[config.mk]
export PLATFORM = sky130hd
export DESIGN_NAME = comp5_serial_accumulator
export DESIGN_NICKNAME = d
export VERILOG_FILES = /design/src/rtl/comp_pkg.sv /design/src/rtl/compressor5to1.sv /design/src/rtl/comp5_serial_accumulator.sv
export SDC_FILE = /design/constraint.sdc
export NUM_CORES = 1
export LEC_CHECK = 0
export ABC_AREA = 1
export CAP_MARGIN = 20
export CORE_ASPECT_RATIO = 1.25
export CORE_MARGIN = 2
export CORE_UTILIZATION = 28
export DETAILED_ROUTE_END_ITERATION = 8
export PLACE_DENSITY_LB_ADDON = 0.3
export SLEW_MARGIN = 40
export SYNTH_ARGS = -nofsm -noshare
export SYNTH_HDL_FRONTEND = slang
export SYNTH_SLANG_ARGS = --single-unit
[constraint.sdc]
create_clock -name clk -period 3.1 [get_ports clk]
set_clock_uncertainty 0.2 [all_clocks]
set_input_delay 0.775 -clock clk [delete_from_list [all_inputs] [get_ports clk]]
set_output_delay 0.775 -clock clk [all_outputs]
set_load 0.01 [all_outputs]
[src/rtl/comp_pkg.sv]
// Shared types for the serial five-operand accumulator.
// Holds the controller state encoding and the column-count helper.
package comp_pkg;

   typedef enum logic [1:0] {
      IDLE,
      COMPRESS,
      ADD,
      DONE
   } state_t;

   // Columns needed to hold the exact sum of five WIDTH-bit operands.
   function automatic int calc_n(input int w);
      return w + 3;
   endfunction

endpackage

[src/rtl/compressor5to1.sv]
// Combinational 5:2 compressor cell.
// Cout1/Cout2 come only from x1..x5; Cin1/Cin2 enter the final full adder.
module compressor5to1 (
   input  logic x1,
   input  logic x2,
   input  logic x3,
   input  logic x4,
   input  logic x5,
   input  logic Cin1,
   input  logic Cin2,
   output logic Sum,
   output logic Carry,
   output logic Cout1,
   output logic Cout2
);

   logic w_s1;
   logic w_s2;

   // Two chained full adders on the operands, a third folds in the carries.
   always_comb begin
      w_s1  = x1 ^ x2 ^ x3;
      Cout1 = (x1 & x2) | (x1 & x3) | (x2 & x3);
      w_s2  = w_s1 ^ x4 ^ x5;
      Cout2 = (w_s1 & x4) | (w_s1 & x5) | (x4 & x5);
      Sum   = w_s2 ^ Cin1 ^ Cin2;
      Carry = (w_s2 & Cin1) | (w_s2 & Cin2) | (Cin1 & Cin2);
   end

endmodule

[src/rtl/comp5_serial_accumulator.sv]
// Bit-serial adder of five unsigned operands through one 5:2 cell.
// Columns are compressed LSB-first, then S and C are summed in one cycle.
module comp5_serial_accumulator
   import comp_pkg::*;
#(
   parameter int WIDTH = 8
) (
   input  logic               clk,
   input  logic               rst_n,
   input  logic               in_valid,
   output logic               in_ready,
   input  logic [WIDTH-1:0]   op1,
   input  logic [WIDTH-1:0]   op2,
   input  logic [WIDTH-1:0]   op3,
   input  logic [WIDTH-1:0]   op4,
   input  logic [WIDTH-1:0]   op5,
   output logic               out_valid,
   input  logic               out_ready,
   output logic [WIDTH+2:0]   result,
   output logic               busy
);

   localparam int N  = calc_n(WIDTH);
   localparam int CW = $clog2(N);
   localparam logic [CW-1:0] LAST = CW'(N - 1);

   state_t          r_state;
   state_t          w_state_nx;
   logic [N-1:0]    r_sh [5];
   logic [N-1:0]    r_s;
   logic [N-1:0]    r_c;
   logic [N-1:0]    r_res;
   logic [CW-1:0]   r_cnt;
   logic [CW-1:0]   w_cnt_nx;
   logic            r_cin1;
   logic            r_cin2;
   logic            w_sum;
   logic            w_carry;
   logic            w_cout1;
   logic            w_cout2;

   compressor5to1 u_cell (
      r_sh[0][0], r_sh[1][0], r_sh[2][0], r_sh[3][0], r_sh[4][0],
      r_cin1, r_cin2,
      w_sum, w_carry, w_cout1, w_cout2
   );

   assign w_cnt_nx = r_cnt + 1'b1;
   assign result   = r_res;

   // State register.
   always_ff @(posedge clk or negedge rst_n) begin
      if (!rst_n) r_state <= IDLE;
      else        r_state <= w_state_nx;
   end

   // Next-state and handshake outputs.
   always_comb begin
      w_state_nx = r_state;
      in_ready   = 1'b0;
      out_valid  = 1'b0;
      busy       = 1'b1;
      unique case (r_state)
         IDLE: begin
            in_ready = 1'b1;
            busy     = 1'b0;
            if (in_valid) w_state_nx = COMPRESS;
         end
         COMPRESS: if (r_cnt == LAST) w_state_nx = ADD;
         ADD:      w_state_nx = DONE;
         DONE: begin
            out_valid = 1'b1;
            if (out_ready) w_state_nx = IDLE;
         end
         default:  w_state_nx = IDLE;
      endcase
   end

   // Operand capture, column compression and final carry-propagate add.
   always_ff @(posedge clk or negedge rst_n) begin
      if (!rst_n) begin
         for (int i = 0; i < 5; i++) r_sh[i] <= '0;
         r_s    <= '0;
         r_c    <= '0;
         r_res  <= '0;
         r_cnt  <= '0;
         r_cin1 <= 1'b0;
         r_cin2 <= 1'b0;
      end else begin
         unique case (r_state)
            IDLE: if (in_valid) begin
               r_sh[0] <= N'(op1);
               r_sh[1] <= N'(op2);
               r_sh[2] <= N'(op3);
               r_sh[3] <= N'(op4);
               r_sh[4] <= N'(op5);
               r_s     <= '0;
               r_c     <= '0;
               r_cnt   <= '0;
               r_cin1  <= 1'b0;
               r_cin2  <= 1'b0;
            end
            COMPRESS: begin
               r_s[r_cnt] <= w_sum;
               if (r_cnt != LAST) begin
                  r_c[w_cnt_nx] <= w_carry;
                  r_cnt         <= w_cnt_nx;
               end
               r_cin1 <= w_cout1;
               r_cin2 <= w_cout2;
               for (int i = 0; i < 5; i++) r_sh[i] <= r_sh[i] >> 1;
            end
            ADD:     r_res <= r_s + r_c;
            default: ;
         endcase
      end
   end

endmodule

==> results of run 1 <==
## stage by stage
stage,instance area (um^2),util,total power (W)
2_1_floorplan,4390,-,0.00340
3_3_place_gp,5140,0.333,0.00392
3_5_place_dp,5140,0.333,0.00398
4_1_cts,5440,0.352,0.00506
5_1_grt,5440,0.352,0.00546
6_report,5440,0.352,0.00500
## sequential cells by signal, summed over array words and instances (netlist names)
name,flops
r_sh,40
r_c,11
r_s,11
result,11
r_cnt,4
r_state,2
r_cin1,1
r_cin2,1
## layer usage
layer / track usage / up-vias / part of all wire
met4: 0.0614 / 0 / 0.023
met5: 0 / - / 0
met1: 0.149 / 1739 / 0.44
met2: 0.231 / 72 / 0.50
met3: 0.0256 / 13 / 0.038
li1: - / 1913 / -
## final cells by class
cell class	count	area, um^2	share of cell area
well taps	212	265	0.0488
flip-flops and latches	81	2030	0.373
clock inverters	4	53.8	0.00990
repair buffers	62	618	0.114
clock buffers	11	243	0.0446
multi-input cells	404	2030	0.373
inverters	53	204	0.0375
## power breakdown
group	internal (W)	total [W]	switching (W)	leakage, nW
Sequential	0.00147	0.00174	0.000269	1.01
Combinational	0.000814	0.00219	0.00137	1.42
Clock	0.000643	0.00107	0.000425	0.138
## placed cells by master, fill, tap and decap left out, drive strengths merged
cell type,count
nand2,191
dfrtp,81
nor2,58
clkdlybuf4s50,56
inv,53
a31oi,35
nand3,33
o21ai,25
ha,19
a21oi,15
o22ai,13
clkbuf,11
buf,6
xnor2,4
nand4,4
fa,4
nand3b,2
clkinvlp,2
or2,1
bufinv,1
clkinv,1
## final timing paths
| path | start | endpoint | slack (ps) | cells after the start |
|---|---|---|---|---|
| max in group asynchronous | rst_n | r_c[2]$_DFFE_PN0P_ | 1870 | 2 |
| worst min register to register | result[0]$_DFFE_PN0P_ | result[0]$_DFFE_PN0P_ | 270 | 2 |
| worst max-delay path | r_sh[22]$_DFFE_PN0P_ | r_s[2]$_DFFE_PN0P_ | 360 | 6 |
| worst min-delay path | rst_n | result[0]$_DFFE_PN0P_ | 210 | 1 |
| worst max register to register | r_sh[22]$_DFFE_PN0P_ | r_s[2]$_DFFE_PN0P_ | 360 | 6 |
| min in group clk | result[0]$_DFFE_PN0P_ | result[0]$_DFFE_PN0P_ | 270 | 2 |
## logic make-up (layout without fill, tap and decap cells)
logic type	after synthesis	in the layout	synth area share
adders and majority gates	23	23	0.0723
DFF	81	81	0.461
xor gates and xnor gates	4	4	0.00797
AOI/OAI and AO/OA	88	88	0.115
and+or+nand+nor	289	289	0.264
buffers and inverters	78	130	0.0800
==> flow_metrics.tcl, run 1 <==
set metrics [dict create \
    clk_pin_slew_ps 60 \
    antenna_found_initial 0 \
    drtPass1Iterations 4 \
    finalCritPeriodShare 0.884 \
    clock_latency_ps 340 \
    die_w_um 116 \
    cts_max_level 3 \
    first_global_vias 3733 \
    avgSynthCellArea_um2 7.80 \
    rows 51 \
    hold_viol_final 0 \
    via_per_inst 4.52 \
    tightest_slew_ps 524 \
    placed_cells 812 \
    finalNetCount 678 \
    grt_overflow_total 0 \
    synth_enable_flop_cells 0 \
    cts_sinks 81 \
    rsz0062_at_grt "false" \
    yosysMostFrequentCell "nand2_1" \
    ys_seq_elements 81 \
    ys_types 25 \
    antenna_cells 0 \
    async_flop_share 1.00 \
    cts-root-buf "clkbuf_16" \
    grt_max_degree 54 \
    min_period_ps 2740 \
    core_area_mm2 0.0154 \
    area_growth_pct 23.7 \
    slew_viol_final 0 \
    fmax_mhz 365 \
    whs_ps 207 \
    place_ws_ps 387 \
    outcome "finished clean" \
    final_antenna_net_count 0 \
    max_slew_margin 0.650 \
    yosysSeqAreaShare 0.461 \
    p_per_area_mw_per_mm2 919 \
    hold_class "in2async" \
    crit_fanout 11 \
    yosysWarnings 0 \
    tritoncts "done" \
    drive_gt1_frac 0.0455 \
    ctsResizeCount 0 \
    peakVddDrop_mv 0.351 \
    synth.largest_area_cell "dfrtp_1" \
    post_drt_wl_per_cell_um 12.2 \
    setup_slack_ps 359 \
    setup-tns-final_ps 0 \
    stdcell_count 827 \
    crit_type "reg2reg" \
    endpoint_kind "register" \
    crit_family "adder cells" \
    yosysTopAreaCellShare 0.461 \
    startpoint_type "register" \
    wl_um 10100 \
    hold_buffers 0 \
    vias 3737 \
    path_common_cell "fa_1" \
    finalSetupViolations 0 \
    grt_pass1_wl_um 17100 \
    cts_buffer_depth 2 \
    drc 0 \
    cp.required_ps 3160 \
    globalplace.congestion 0.820 \
    yosys-top-cells-count "191 x nand2_1, 81 x dfrtp_1, 57 x nor2_1" \
    post_cts_buffers 0 \
    io_pins 58 \
    die_h_um 144 \
    grt_use_total 0.130 \
    crit_path_top_delay_cell "fa_1" \
    syn_area_mm2 0.00439 \
    io_buffers 57 \
    start_util 0.285 \
    cp.arrival_ps 2800 \
    synthTopCellsByArea "dfrtp_1 46%, nand2_1 16%, ha_1 5.4%, a31oi_1 5.0%, nor2_1 4.9%" \
    filler_cell_count 1694 \
    critical_path.max_stage_delay_ps 530 \
    path_cells "fa_1 -> inv_1 -> fa_1 -> fa_1 -> or2_1 -> o22ai_1" \
    cts_buffers 9 \
    synth_top_flop_cell "dfrtp_1" \
    maxCapViolations 0 \
    leakage_nw 2.56 \
    cp.buffers_inverters 1 \
    syn_nets 630 \
    dpl.hpwl_um 7410 \
    netlist_instances 563 \
    die-area_mm2 0.0167 \
    drtIter0Drc 108 \
]
(Power assumes the default switching activity.)
==> run 2: changes to the inputs <==
Settings changed: CORE_MARGIN 2 to not set, CORE_UTILIZATION 28 to 30.
==> run 2 against run 1 <==
  * Clock-buffer cell count fell by 1
  * Largest power group unchanged
  * Non-clock buffer count shrank 1
  * Utilization increased by 2.0 points
==> flow_metrics.tcl, run 2 (synthesis results as in run 1) <==
set metrics [dict create \
    outcome "finished clean" \
    place_ws_ps 392 \
    clk_pin_slew_ps 60 \
    r2r_start "r_sh[22]$_DFFE_PN0P_" \
    wl_um 9910 \
    core_area_mm2 0.0143 \
    first_global_vias 3691 \
    io_pins 58 \
    final_common_cell "nand2_1" \
    drc 0 \
    vias 3715 \
    cts-root-buf "clkbuf_16" \
    ctsResizeCount 0 \
    final_cell_mix "191 x nand2_1, 81 x dfrtp_1, 57 x nor2_1" \
    fmax_mhz 367 \
    cts_max_level 3 \
    rows 49 \
    hold_viol_final 0 \
    drtPass1Iterations 4 \
    final_antenna_net_count 0 \
    crit_type "reg2out" \
    finalSetupViolations 0 \
    clock_latency_ps 340 \
    multi_input_area_mm2 0.00203 \
    leakage_nw 2.54 \
    antenna_found_initial 0 \
    ff2ff_setup_slack_ps 390 \
    tritoncts "done" \
    post_drt_wl_per_cell_um 12.5 \
    via_per_inst 4.70 \
    grt_overflow_total 0 \
    crit_start "r_state[0]$_DFFE_PN0P_" \
    die-area_mm2 0.0151 \
    grt_pass1_wl_um 17100 \
    die_w_um 110 \
    min_period_ps 2720 \
    hold_class "in2async" \
    slew_viol_final 0 \
    die_h_um 137 \
    post_cts_buffers 0 \
    endpoint_kind "output port" \
    setup_slack_ps 377 \
    filler_cell_count 1525 \
    rsz0062_at_grt "false" \
    start_util 0.306 \
    crit_fanout 5 \
    cp.required_ps 2120 \
    io_buffers 57 \
    cts_sinks 81 \
    antenna_cells 0 \
    cts_buffer_depth 2 \
    tightest_slew_ps 562 \
    dpl.hpwl_um 7110 \
    drtIter0Drc 124 \
    grt_use_total 0.147 \
    globalplace.congestion 0.835 \
    largest_reg_flops 40 \
    area_growth_pct 21.6 \
    drive_gt1_frac 0.0424 \
    r2r_cells 6 \
    hold_buffers 0 \
    startpoint_type "register" \
    finalCritPeriodShare 0.878 \
    finalNetCount 677 \
    setup-tns-final_ps 0 \
    register_area_mm2 0.00203 \
    p_per_area_mw_per_mm2 908 \
    cp.arrival_ps 1750 \
    max_slew_margin 0.625 \
    largest_register "r_sh" \
    peakVddDrop_mv 0.357 \
    grt_max_degree 55 \
    maxCapViolations 0 \
    cts_buffers 9 \
]
run 2: routing by layer:
metal | GRT usage | vias up | share of wire
met2 | 0.248 | 92 | 0.49
li1 | - | 1920 | -
met1 | 0.174 | 1685 | 0.45
met4 | 0.0789 | 0 | 0.027
met3 | 0.0289 | 18 | 0.039
met5 | 0 | - | 0
run 2: power by group:
part           internal [W]  switching [W]
Clock              0.000529       0.000410
Combinational      0.000809        0.00136
Sequential          0.00147       0.000270
run 2: final timing paths:
| path | end |
|---|---|
| max in group asynchronous | r_sh[48]$_DFFE_PN0P_ |
| min in group clk | result[7]$_DFFE_PN0P_ |
| min | result[4]$_DFFE_PN0P_ |
| max | busy |
| min reg2reg | result[7]$_DFFE_PN0P_ |
| max reg2reg | r_s[6]$_DFFE_PN0P_ |
run 2: layout make-up:
cell class                      instances  share of cell area
Clock buffer                           10              0.0429
Multi-Input combinational cell        404               0.379
Sequential cell                        81               0.379
Tap cell                              178              0.0417
Timing Repair Buffer                   61               0.114
Clock inverter                          4             0.00422
Inverter                               53              0.0382
run 2: worst max-delay path, cell delays in order, from the launching register on:
cell	delay, ps
dfrtp_1	400
inv_1	90
ha_1	290
inv_1	100
clkdlybuf4s50_1	530
run 2: metrics by stage:
stage,hold slack (ps),instances,total power [W],area (um^2),util
final,231,791,0.00485,5340,0.372
after global routing,267,791,0.00535,5340,0.372
after CTS,243,791,0.00493,5340,0.372
after detailed placement,267,777,0.00396,5090,0.355
after global placement,255,777,0.00390,5090,0.355
after floorplan,242,563,0.00340,4390,-
